<file path="config.mk">
export PLATFORM = sky130hd
export DESIGN_NAME = axi_chan_buffer
export DESIGN_NICKNAME = d
export VERILOG_FILES = /design/src/rtl/axi_chan_buffer.sv
export SDC_FILE = /design/constraint.sdc
export NUM_CORES = 1
export LEC_CHECK = 0
export CAP_MARGIN = 20
export CORE_MARGIN = 4
export CORE_UTILIZATION = 60
export CTS_CLUSTER_DIAMETER = 80
export DETAILED_ROUTE_END_ITERATION = 7
export GPL_TIMING_DRIVEN = 0
export PLACE_DENSITY = 0.87
export SLEW_MARGIN = 15
export SYNTH_ARGS = -nofsm -noshare
export SYNTH_HDL_FRONTEND = slang
export SYNTH_SLANG_ARGS = --single-unit
export TNS_END_PERCENT = 30
</file>
<file path="constraint.sdc">
create_clock -name CLK -period 5.02 [get_ports CLK]
set_input_delay 0.502 -clock CLK [delete_from_list [all_inputs] [get_ports CLK]]
set_output_delay 0.502 -clock CLK [all_outputs]
set_load 0.02 [all_outputs]
</file>
<file path="src/rtl/axi_chan_buffer.sv">
// rtl/axi_chan_buffer.sv - elastic AXI channel buffer with registered outputs; optional FLUSH via AXI_CHAN_BUFFER_FLUSH_EN
module axi_chan_buffer #(
    parameter int DATA_WIDTH  = 32,
    parameter int DEPTH       = 16,
    parameter int PACKET_MODE = 0
) (
    input  logic                         CLK,
    input  logic                         RST,
`ifdef AXI_CHAN_BUFFER_FLUSH_EN
    input  logic                         FLUSH,
`endif
    input  logic [DATA_WIDTH-1:0]        S_DATA,
    input  logic                         S_LAST,
    input  logic                         S_VALID,
    output logic                         S_READY,
    output logic [DATA_WIDTH-1:0]        M_DATA,
    output logic                         M_LAST,
    output logic                         M_VALID,
    input  logic                         M_READY,
    output logic [$clog2(DEPTH+1)-1:0]   LEVEL,
    output logic [$clog2(DEPTH+1)-1:0]   PKT_CNT
);

    localparam int LW = $clog2(DEPTH + 1);
    localparam int AW = $clog2(DEPTH);

    typedef enum logic {HOLD, RELEASE} state_t;

    logic [DATA_WIDTH:0] mem [DEPTH];
    logic [AW-1:0]       wr_ptr, rd_ptr;
    logic [LW-1:0]       ram_cnt;
    state_t              state, state_next;
    logic                clr;
    logic                push, pop, out_free, load_ok, load_ram, bypass;
    logic                go_release, ret_hold;
    logic [LW-1:0]       level_next, pkt_next;

`ifdef AXI_CHAN_BUFFER_FLUSH_EN
    assign clr     = RST || FLUSH;
    assign S_READY = !RST && ((LEVEL < LW'(DEPTH)) || FLUSH);
`else
    assign clr     = RST;
    assign S_READY = !RST && (LEVEL < LW'(DEPTH));
`endif

    always_comb begin
        push       = S_VALID && S_READY;
        pop        = M_VALID && M_READY;
        level_next = LEVEL + LW'(push) - LW'(pop);
        pkt_next   = PKT_CNT + LW'(push && S_LAST) - LW'(pop && M_LAST);
        // HOLD leaves at the same edge it sees a stored LAST (or full), so packet latency matches cut-through
        go_release = (state == RELEASE) || (PKT_CNT != '0) || (LEVEL == LW'(DEPTH));
        ret_hold   = pop && M_LAST && (pkt_next == '0) && (level_next < LW'(DEPTH));
        load_ok    = (PACKET_MODE == 0) || (go_release && !ret_hold);
        state_next = HOLD;
        if (PACKET_MODE != 0 && go_release && !ret_hold)
            state_next = RELEASE;
        out_free   = !M_VALID || pop;
        load_ram   = load_ok && out_free && (ram_cnt != '0);
        // only a word replacing one being popped skips the RAM; an empty buffer still takes one cycle
        bypass     = load_ok && pop && push && (ram_cnt == '0);
    end

    always_ff @(posedge CLK) begin
        if (!clr && push && !bypass)
            mem[wr_ptr] <= {S_LAST, S_DATA};
    end

    always_ff @(posedge CLK) begin
        if (clr) begin
            wr_ptr  <= '0;
            rd_ptr  <= '0;
            ram_cnt <= '0;
            state   <= HOLD;
            LEVEL   <= '0;
            PKT_CNT <= '0;
            M_VALID <= 1'b0;
            M_DATA  <= '0;
            M_LAST  <= 1'b0;
        end else begin
            state   <= state_next;
            LEVEL   <= level_next;
            PKT_CNT <= pkt_next;
            if (push && !bypass)
                wr_ptr <= wr_ptr + 1'b1;
            if (load_ram)
                rd_ptr <= rd_ptr + 1'b1;
            ram_cnt <= ram_cnt + LW'(push && !bypass) - LW'(load_ram);
            if (load_ram)
                {M_LAST, M_DATA} <= mem[rd_ptr];
            else if (bypass)
                {M_LAST, M_DATA} <= {S_LAST, S_DATA};
            M_VALID <= load_ram || bypass || (M_VALID && !pop);
        end
    end

endmodule

</file>
==> out/summary.md <==
The flow ran to the end, and the final reports show no timing, DRC or antenna violations. The tools report the detailed route wirelength on metal3 as 5770 µm. The number of max-cap violations is 0. The via count of the first global-routing pass was 12841. Setup repair after global routing left no endpoint under its margin.

The residual DRC count is 0. The tools report the total global-route track usage as 27.3%. Entering global routing, the biggest net connects 21 pins.

Compared with the post-synthesis result, the final layout area differs by 16.7%. The tools report the sequential cell area fraction in the yosys report as 75.5%. After synthesis, the netlist uses 45 different library cells. Measured in cells, the most critical reg-to-reg path has a length of 9.

TritonCTS created 56 clock buffers. The run gives 3.82 mW as the reported net switching power. STA puts the critical path data required time at 5350 ps.

The logs give 0 for the number of endpoints failing setup at the final stage and 25.2% for the share of power burned in combinational logic. Post-route standard cell area excluding fillers: 26400 µm². The internal power of the cells totals 9.50 mW.

The portion of synthesized cell area occupied by the leading cell type is 70.1%. The highest layer used for signal routing was met4. The number of clock sinks came out at 589.

Of all cell types, the one taking the most synthesized area is edfxtp_1. Setup slack closes at 1230 ps. The floorplan step defined a die boundary enclosing 40900 µm².

In this run the worst hold path is classified as reg -> reg. For this block, wires on met1 add up to 20100 µm. Once the clock tree was built, the resizer swapped 0 gates to a different size. The global-route wire length before repair is 82700 µm. The max-slew violation count was 0; the number of nets with antenna violations after routing was 0. The post-synthesis async set-or-reset flop share was 0%. The number of port buffers works out to 80.

The synthesized area per cell was 20.3 µm². For the final hold violation count, the log shows 0. The dominant synthesized flop cell was edfxtp_1.

Dividing total power by cell area gives a power density of 505 nW/µm². TritonCTS built the clock tree. The tools report the nature of the critical path endpoint as a register. After detailed routing, the met2 layer carries 28100 µm of wire.

The average wire per standard cell is 30.6 µm. The root buffer cell is clkbuf_16. The worst hold path passes through 2 cells. The largest vdd supply drop was 0.000459 V. The worst setup path is launched from an input pin.

The clock-pin slew on the worst setup and hold paths came out at 60 ps. The number of buffers and inverters on the critical path is 6. The setup TNS is 0 ps, and the final instance count without filler cells is 1827.

The synthesized design contains 528 enable-type register cells. The analysis attributes to cell leakage a power of 8.42 nW. Detailed placement finished with a half-perimeter wire length of 34000 µm.

Detailed routing inserted a total of 12324 vias. Before CTS, the worst setup slack after placement is 791 ps. The tools report the final net count as 1341. The largest stage delay on the critical path works out to 800 ps. Walking the worst path, the cells encountered are clkdlybuf4s50_1 -> nor3b_1 -> ha_1 -> clkbuf_1 -> inv_1 -> o211ai_1 -> nor3_2 -> buf_4 -> buf_6 -> buf_4. In this run switching power makes up 28.7% of total power.

After detailed routing, the total wire length is 55800 µm. The depth of the CTS H-tree was 2. Sequential cells burn 43.4% of the power. In this run the cell area measured after placement is 24600 µm².

The time the worst path needs with I/O delays and setup is 3790 ps, and the detailed router's first-iteration violation count is 1590. The filler cells instantiated in the layout total 1998. For this design, the CTS-stage hold fixing added 0 buffers. The origin of the critical flop-to-flop path was LEVEL[4]. The clock latency at the later pin of the worst-skew pair came out at 600 ps.

The family with the most delay on the worst path was buffers and inverters. The number of antenna violations at the first check in global routing came out at 0. The run gives 0.264 GHz as the highest clock rate. The number of synthesized register bits was 589. In this run the deepest clock path goes through 3 buffers.

Dividing the detail-routed via count by the number of cells gives 6.75. The Yosys step of the flow raised 0 warnings. The initial utilization of the core area, before any placement, comes to 61.4%.

The number of nets in the synthesized netlist is 1175. The tools report the data arrival time of the worst path as 4130 ps. Across the whole layout, storage elements account for 17100 µm².

The worst hold path terminates at rd_ptr[1]. The commonest cells after synthesis are edfxtp_1, mux4_2, o22ai_1. After synthesis, the cell types taking the most area are edfxtp_1, mux4_2, dfxtp_1, o22ai_1, ha_1. The clock network burns 31.4% of the power.

The critical path's most frequent cell was buf_4. Before antenna repair, the detailed router went through 6 iterations. Measured along the x axis, the die boundary spans 202 µm. Worst setup skew after layout: 25.0 ps. Row generation in the floorplan step produced 70 rows. Kind of critical path: in -> reg. The worst hold path begins at rd_ptr[1].

The run gives 1725 as the instance count after placement with tap cells included. Headroom to the max-slew limit came out at 34.9%. After floorplanning, the core was sized to cover 36900 µm². In the final layout, the multi-input gates occupy 5240 µm². For the sum of overflow across all layers after global routing, the log shows 0.

The worst register-to-register path has a setup slack of 1230 ps. At the pin with the least slew margin, the transition time is 977 ps. The tools report the number of I/O pins as 82. The diode insertion count for antenna repair is 0. The share of cells above drive strength 1 came out at 23.4%. In the post-synthesis netlist, the cell with the most instances is edfxtp_1.

The fraction of the cycle the final worst path needs is 75.5%. The largest individual stage delay along the critical path comes from the cell o211ai_1. The worst register-to-register path ends at mem[3][24]. Counting every instance in the synthesized netlist gives 1113. In this run the cell area of the synthesized design comes to 22600 µm². The total power was 13.3 mW.

The number of setup buffers added after CTS is 0. Highest fanout seen on the critical path: 10. The die is 202 µm tall. The critical path crosses 10 cells after its start point. Routability-driven placement finished with a final weighted congestion of 0.766.
[layout make-up]
| cell class | instances | share of cell area [%] |
|---|---|---|
| buffer | 67 | 1.27 |
| clock buffer | 74 | 5.79 |
| clock inverter | 28 | 1.04 |
| inverter | 25 | 0.355 |
| multi-input combinational | 432 | 19.8 |
| sequential | 589 | 64.7 |
| tap | 504 | 2.39 |
| timing repair buffer | 108 | 4.64 |
[cells in the final DEF, fill, tap and decap left out, types with 4 or more instances in the layout]
cell             count
edfxtp_1           528
mux4_2             130
clkdlybuf4s50_1     80
o22ai_1             64
dfxtp_1             61
clkbuf_16           56
clkbuf_1            39
and3_1              33
a211oi_1            33
buf_2               28
inv_1               25
nor4_1              23
ha_1                22
nor2_1              17
buf_4               16
nor2_4              12
clkinv_1            11
nor2b_1             10
buf_6                9
nor4_2               9
clkinv_2             8
xor2_1               7
xnor2_1              7
nand2_1              6
a21oi_1              6
mux2i_1              6
nand3_1              6
clkbuf_8             6
buf_12               6
buf_16               6
bufinv_16            5
nor3_2               4
a21o_1               4
[per-stage QoR]
step | hold WS [ps] | util, %
after floorplan | 490 | -
after global placement | 512 | 65.3
after detailed placement | 540 | 66.7
after CTS | 579 | 71.6
after global routing | 593 | 71.6
final | 587 | 71.6
[state kept, by name, summed over array words and instances, names as in the netlist, 4 cells and up, named ones only]
name and cells:
ram_cnt 5, wr_ptr 4, PKT_CNT 5, rd_ptr 4, LEVEL 5, mem 528
M_DATA 32
[kinds of logic after synthesis]
logic type | after synthesis | share of synthesized area [%]
compound gates | 117 | 3.46
xor+xnor | 14 | 0.542
fa+ha+maj | 25 | 1.48
buf+inv | 92 | 1.90
flops | 589 | 75.5
mux | 137 | 13.3
simple gates | 139 | 3.92
[tightest hold or removal path, stage by stage, from the launching register on]
cell and delay [ps]:
dfxtp_1 330, mux2i_1 130, nor2_1 80
[power by group through the flow]
stage | logic (mW) | clock network [mW] | registers, mW
after floorplan | 2.01 | 0 | 6.01
after global placement | 3.14 | 0 | 5.87
after detailed placement | 3.29 | 0 | 5.87
after CTS | 3.36 | 4.21 | 5.78
after global routing | 3.57 | 4.43 | 5.80
final | 3.36 | 4.18 | 5.78
[worst max path at each step]
stage	from	endpoint	slack, ps
after floorplan	RST	mem[0][0]	700
after global placement	RST	mem[2][23]	-2410
after detailed placement	S_VALID	mem[3][23]	790
after CTS	LEVEL[4]	mem[3][25]	1320
after global routing	LEVEL[4]	mem[3][25]	1100
final	S_VALID	mem[3][24]	1230
[routing by layer]
layer / GRT usage [%] / vias up
li1: - / 4968
met1: 36.5 / 6227
met2: 45.1 / 971
met3: 6.22 / 158
met4: 10.0 / 0
met5: 0 / -
(Power assumes the default switching activity.)
